**config.mk**
```make
export PLATFORM = sky130hd
export DESIGN_NAME = soc_system_bench_pulse_pio
export DESIGN_NICKNAME = d
export VERILOG_FILES = /design/src/rtl/soc_system_bench_pio_pkg.sv /design/src/rtl/soc_system_bench_pulse_timer.sv /design/src/rtl/soc_system_bench_pulse_pio.sv
export SDC_FILE = /design/constraint.sdc
export NUM_CORES = 1
export LEC_CHECK = 0
export BUFFER_PORTS_ARGS = -buffer_cell sky130_fd_sc_hd__buf_2
export CAP_MARGIN = 20
export CELL_PAD_IN_SITES_DETAIL_PLACEMENT = 1
export CELL_PAD_IN_SITES_GLOBAL_PLACEMENT = 1
export CORE_MARGIN = 2
export CORE_UTILIZATION = 35
export DETAILED_ROUTE_END_ITERATION = 8
export PLACE_DENSITY = 0.78
export SLEW_MARGIN = 20
export SYNTH_ARGS = -nofsm -noshare
export SYNTH_HDL_FRONTEND = slang
export SYNTH_SLANG_ARGS = --single-unit
```
**constraint.sdc**
```tcl
create_clock -name clk -period 2.25 [get_ports clk]
set_input_delay 0.5625 -clock clk [delete_from_list [all_inputs] [get_ports clk]]
set_output_delay 0.5625 -clock clk [all_outputs]
set_load 0.05 [all_outputs]
```
**src/rtl/soc_system_bench_pio_pkg.sv**
```systemverilog
// Shared constants for the benchmark pulse PIO: Avalon word addresses and
// STATUS register bit positions.
package soc_system_bench_pio_pkg;

  localparam logic [2:0] ADDR_DATA      = 3'd0;
  localparam logic [2:0] ADDR_PULSE_LEN = 3'd1;
  localparam logic [2:0] ADDR_PULSE     = 3'd2;
  localparam logic [2:0] ADDR_STATUS    = 3'd3;
  localparam logic [2:0] ADDR_SET       = 3'd4;
  localparam logic [2:0] ADDR_CLR       = 3'd5;
  localparam logic [2:0] ADDR_TGL       = 3'd6;
  localparam logic [2:0] ADDR_STAMP     = 3'd7;

  localparam int unsigned STATUS_BUSY_BIT = 0;
  localparam int unsigned STATUS_CNT_LSB  = 16;

endpackage

```
**src/rtl/soc_system_bench_pulse_timer.sv**
```systemverilog
// One-shot pulse engine: holds the inversion mask for max(length,1) cycles
// after a trigger; a retrigger ORs in the new mask and reloads the counter.
module soc_system_bench_pulse_timer
  import soc_system_bench_pio_pkg::*;
#(
  parameter int unsigned WIDTH = 8,
  parameter int unsigned CNT_W = 16
) (
  input  logic             clk,
  input  logic             reset,
  input  logic             trigger,
  input  logic [CNT_W-1:0] length,
  input  logic [WIDTH-1:0] mask,
  output logic [WIDTH-1:0] pmask,
  output logic [CNT_W-1:0] cnt,
  output logic             busy
);

  logic [CNT_W-1:0] load_val;

  // A zero length behaves as one so the counter never wraps.
  always_comb begin
    load_val = length;
    if (length == '0) load_val = CNT_W'(1);
  end

  always_ff @(posedge clk) begin
    if (reset) begin
      pmask <= '0;
      cnt   <= '0;
    end else if (trigger) begin
      pmask <= pmask | mask;
      cnt   <= load_val;
    end else if (cnt != '0) begin
      cnt <= cnt - CNT_W'(1);
      if (cnt == CNT_W'(1)) pmask <= '0;
    end
  end

  assign busy = (cnt != '0);

endmodule

```
**src/rtl/soc_system_bench_pulse_pio.sv**
```systemverilog
// Avalon-MM output PIO with set/clear/toggle aliases and a hardware pulse engine.
// Define MY_PIO_STAMP_EN to add the free-running cycle counter and STAMP register.
module soc_system_bench_pulse_pio
  import soc_system_bench_pio_pkg::*;
#(
  parameter int unsigned      WIDTH       = 8,
  parameter int unsigned      CNT_W       = 16,
  parameter logic [WIDTH-1:0] RESET_VALUE = '0
) (
  input  logic             clk,
  input  logic             reset,
  input  logic [2:0]       address,
  input  logic             chipselect,
  input  logic             write_n,
  input  logic [31:0]      writedata,
  output logic [31:0]      readdata,
  output logic [WIDTH-1:0] out_port
);

  logic             wr_en;
  logic [WIDTH-1:0] m;
  logic [WIDTH-1:0] data_out;
  logic [CNT_W-1:0] pulse_len;
  logic             trigger;
  logic [WIDTH-1:0] pmask;
  logic [CNT_W-1:0] cnt;
  logic             busy;
  logic             unused_wdata;

  assign wr_en        = chipselect & ~write_n;
  assign m            = writedata[WIDTH-1:0];
  assign trigger      = wr_en && (address == ADDR_PULSE) && (m != '0);
  assign unused_wdata = ^writedata;

  always_ff @(posedge clk) begin
    if (reset) begin
      data_out <= RESET_VALUE;
    end else if (wr_en) begin
      case (address)
        ADDR_DATA: data_out <= m;
        ADDR_SET:  data_out <= data_out | m;
        ADDR_CLR:  data_out <= data_out & ~m;
        ADDR_TGL:  data_out <= data_out ^ m;
        default:   data_out <= data_out;
      endcase
    end
  end

  always_ff @(posedge clk) begin
    if (reset) begin
      pulse_len <= CNT_W'(1);
    end else if (wr_en && (address == ADDR_PULSE_LEN)) begin
      pulse_len <= writedata[CNT_W-1:0];
    end
  end

`ifdef MY_PIO_STAMP_EN
  logic [31:0] cycle_cnt;
  logic [31:0] stamp;

  always_ff @(posedge clk) begin
    if (reset) begin
      cycle_cnt <= '0;
      stamp     <= '0;
    end else begin
      cycle_cnt <= cycle_cnt + 32'd1;
      if (wr_en && ((address == ADDR_DATA) || (address == ADDR_SET) ||
                    (address == ADDR_CLR)  || (address == ADDR_TGL)))
        stamp <= cycle_cnt;
    end
  end
`endif

  soc_system_bench_pulse_timer #(
    .WIDTH (WIDTH),
    .CNT_W (CNT_W)
  ) u_timer (
    .clk     (clk),
    .reset   (reset),
    .trigger (trigger),
    .length  (pulse_len),
    .mask    (m),
    .pmask   (pmask),
    .cnt     (cnt),
    .busy    (busy)
  );

  always_comb begin
    readdata = '0;
    case (address)
      ADDR_DATA:      readdata[WIDTH-1:0] = data_out;
      ADDR_PULSE_LEN: readdata[CNT_W-1:0] = pulse_len;
      ADDR_PULSE:     readdata[WIDTH-1:0] = pmask;
      ADDR_STATUS: begin
        readdata[STATUS_BUSY_BIT]         = busy;
        readdata[STATUS_CNT_LSB +: CNT_W] = cnt;
      end
`ifdef MY_PIO_STAMP_EN
      ADDR_STAMP:     readdata = stamp;
`endif
      default:        readdata = '0;
    endcase
  end

  assign out_port = data_out ^ pmask;

endmodule

```
==> impl_metrics.ini <==
[cells_and_area]
drive_above_1_share_pct = 32.5
n_fill_cell = 1077
fin_area_sq_mm = 0.00412
final_common_cell = buf_2
seqCellArea_sq_um = 963
antenna_cells = 0
multi_input_area_sq_mm = 0.00202
nets = 546
layout_common_cells = buf_2 (59), buf_4 (50), nand2_1 (48)
areaGrowthSynthToFinish_pct = 33.8

[power]
vdd_drop_max_v = 0.000295
cellPowerDensity_mw_per_mm2 = 957
power_leakage_nw = 1.86

[worst_setup_path]
critPathLaunchType = register
cp.arrival_ns = 2.01
crit_end = readdata[0]
endpoint_kind = primary output
worstReg2RegStart = u_timer.cnt[0]
required_ns = 1.69
r2r_slack_ns = 0.14
rr_worst_depth = 8
r2r-end = u_timer.cnt[11]
critPathLaunch = u_timer.cnt[0]
crit_fanout = 2
setup.worst_path.class = reg2out

[die]
die_area_sq_mm = 0.00956
start_util_pct = 35.7
dieHeight_um = 97.8
row_count = 34
core_sq_mm = 0.00864
die_width_um = 97.8
pin_count = 79

[yosys]
syn_nets = 446
synth_ff_type = dfxtp_1
synthArstFlopShare_pct = 0
syn_area_per_cell_sq_um = 7.92
netlist_area_sq_mm = 0.00308
synth_edf_count = 0
ys_seq_elements = 48
yosys_warnings = 0
synthDistinctLibCells = 55
synth_cells = 389
yosysSeqAreaShare_pct = 31.2

[routing]
wirelength_mm = 10.3
route.detailed.drc = 0
wl_per_cell_um = 17.3
firstDrtPassIters = 4
vias = 3241
postRouteAntennaNets = 0
drtIter0Drc = 148
vias_per_cell = 5.43

[sta]
finalSetupTns_ns = -0.322
setup_violations = 1
drv_slew = 0
hold_viol_final = 0
worst_slack_ns = -0.322
skew_ns = 0.00695
min_period_over_period_pct = 114
period_needed_ns = 2.57
slew-limit-headroom_pct = 43.8
rsz0062_at_grt = yes
worstMarginPinSlew_ns = 0.840
fmax_mhz = 389

[clock_network]
root_buffer = clkbuf_8
cts_buffers = 5
htree_levels = 2
path_clk_slew_ns = 0.09
cts_tree = built
clk_latency_ns = 0.31
cts_buffer_depth = 2
clock-sinks = 48

[grt]
grt_pass1_wl_mm = 16.8
grt_pass1_vias = 3349
grt_use_total_pct = 21.8
antenna_found_initial = 0
grt_max_degree = 34
grt-ovfl-total = 0

[run_status]
violations = negative setup slack
outcome = complete, but fails checks

[hold_path]
hp-class = in2reg

[placement]
dp_hpwl_mm = 7.81
gp_congestion = 0.835
place_area_sq_mm = 0.00395
port_buffers = 62

[flow_run]
drv_cap = 0
## synthesized netlist by cell type (2+ instances only)
library cell / instances / area [sq um]
dfxtp_1: 48 / 961
nand2_1: 48 / 180
a21oi_1: 43 / 215
nor2_1: 36 / 135
inv_1: 29 / 109
and2_1: 26 / 163
ha_1: 18 / 225
mux2i_1: 14 / 140
clkbuf_1: 13 / 48.8
nor4_1: 12 / 75.1
xor2_1: 11 / 96.3
o221ai_1: 8 / 70.1
o22a_1: 8 / 70.1
a211oi_1: 7 / 52.6
nand2b_1: 6 / 37.5
xnor2_1: 5 / 43.8
buf_1: 4 / 15.0
nor3_1: 4 / 20.0
a311oi_1: 3 / 26.3
o21ai_0: 3 / 15.0
o32ai_1: 3 / 26.3
a22oi_1: 2 / 15.0
buf_2: 2 / 10.0
buf_6: 2 / 22.5
nand3b_1: 2 / 15.0
nand4_1: 2 / 12.5
or3_1: 2 / 12.5
## cell families after synthesis
| family | after synthesis | share of synthesized area (%) |
|---|---|---|
| compound gates | 87 | 18.7 |
| xor+xnor | 16 | 4.55 |
| fa+ha+maj | 19 | 7.64 |
| buf+inv | 51 | 6.83 |
| flops | 48 | 31.2 |
| mux | 15 | 5.28 |
| simple gates | 153 | 25.8 |
## area by class of cell
class	count	area share, %
Inverter	29	2.64
Sequential cell	48	23.4
Clock inverter	2	1.46
Tap cell	108	3.28
Multi-Input combinational cell	290	49.1
Clock buffer	5	1.67
Timing Repair Buffer	115	18.5
## per-layer routing
| metal | wire [um] | GRT usage, % |
|---|---|---|
| met1 | 4510 | 28.2 |
| met2 | 5310 | 38.5 |
| met3 | 337 | 2.65 |
| met4 | 170 | 6.20 |
| met5 | 0 | 0 |
## worst min path at each step
stage	start	slack (ns)	end	cells after the start
2_1_floorplan	pulse_len[1]	0.45	u_timer.cnt[1]	2
3_3_place_gp	pulse_len[13]	0.48	pulse_len[13]	2
3_5_place_dp	pulse_len[13]	0.49	pulse_len[13]	2
4_1_cts	writedata[15]	0.49	pulse_len[15]	3
5_1_grt	writedata[11]	0.49	pulse_len[11]	3
6_report	writedata[12]	0.49	pulse_len[12]	3
## stage by stage
| stage | hold WS [ns] | std cells | power, W | utilization, % | setup slack [ns] |
|---|---|---|---|---|---|
| after detailed placement | 0.488 | 588 | 0.00312 | 45.7 | -0.0858 |
| final | 0.488 | 597 | 0.00394 | 47.7 | -0.322 |
| after floorplan | 0.450 | 389 | 0.00245 | - | -0.0261 |
| after CTS | 0.489 | 596 | 0.00390 | 47.4 | -0.349 |
| after global routing | 0.495 | 597 | 0.00418 | 47.7 | -0.422 |
| after global placement | 0.478 | 588 | 0.00302 | 45.7 | -0.0737 |
## critical path, stage by stage, from the launching register on
cell     delay [ns]
dfxtp_2        0.33
inv_2          0.06
ha_4           0.13
nor3b_4        0.19
nand4_1        0.19
mux4_2         0.50
and2_4         0.16
buf_8          0.14
## flip-flops by register name, indices dropped and copies added, names as in the netlist
name	flops
u_timer.pmask	8
pulse_len	16
u_timer.cnt	16
data_out	8
## repair_timing
item / in CTS / in global routing
gates resized for setup: 3 / 5
pin swaps: 2 / 0
endpoints found under the setup margin: 1 / 7
setup buffers: 1 / 1
hold buffers: 0 / 0
## where the power goes
group / leakage (nW) / switching, W / internal (W)
registers: 0.391 / 0.000126 / 0.000997
clock network: 0.0642 / 0.000309 / 0.000438
logic: 1.41 / 0.00111 / 0.000965
total: 1.86 / 0.00154 / 0.00240
(Power assumes the default switching activity.)
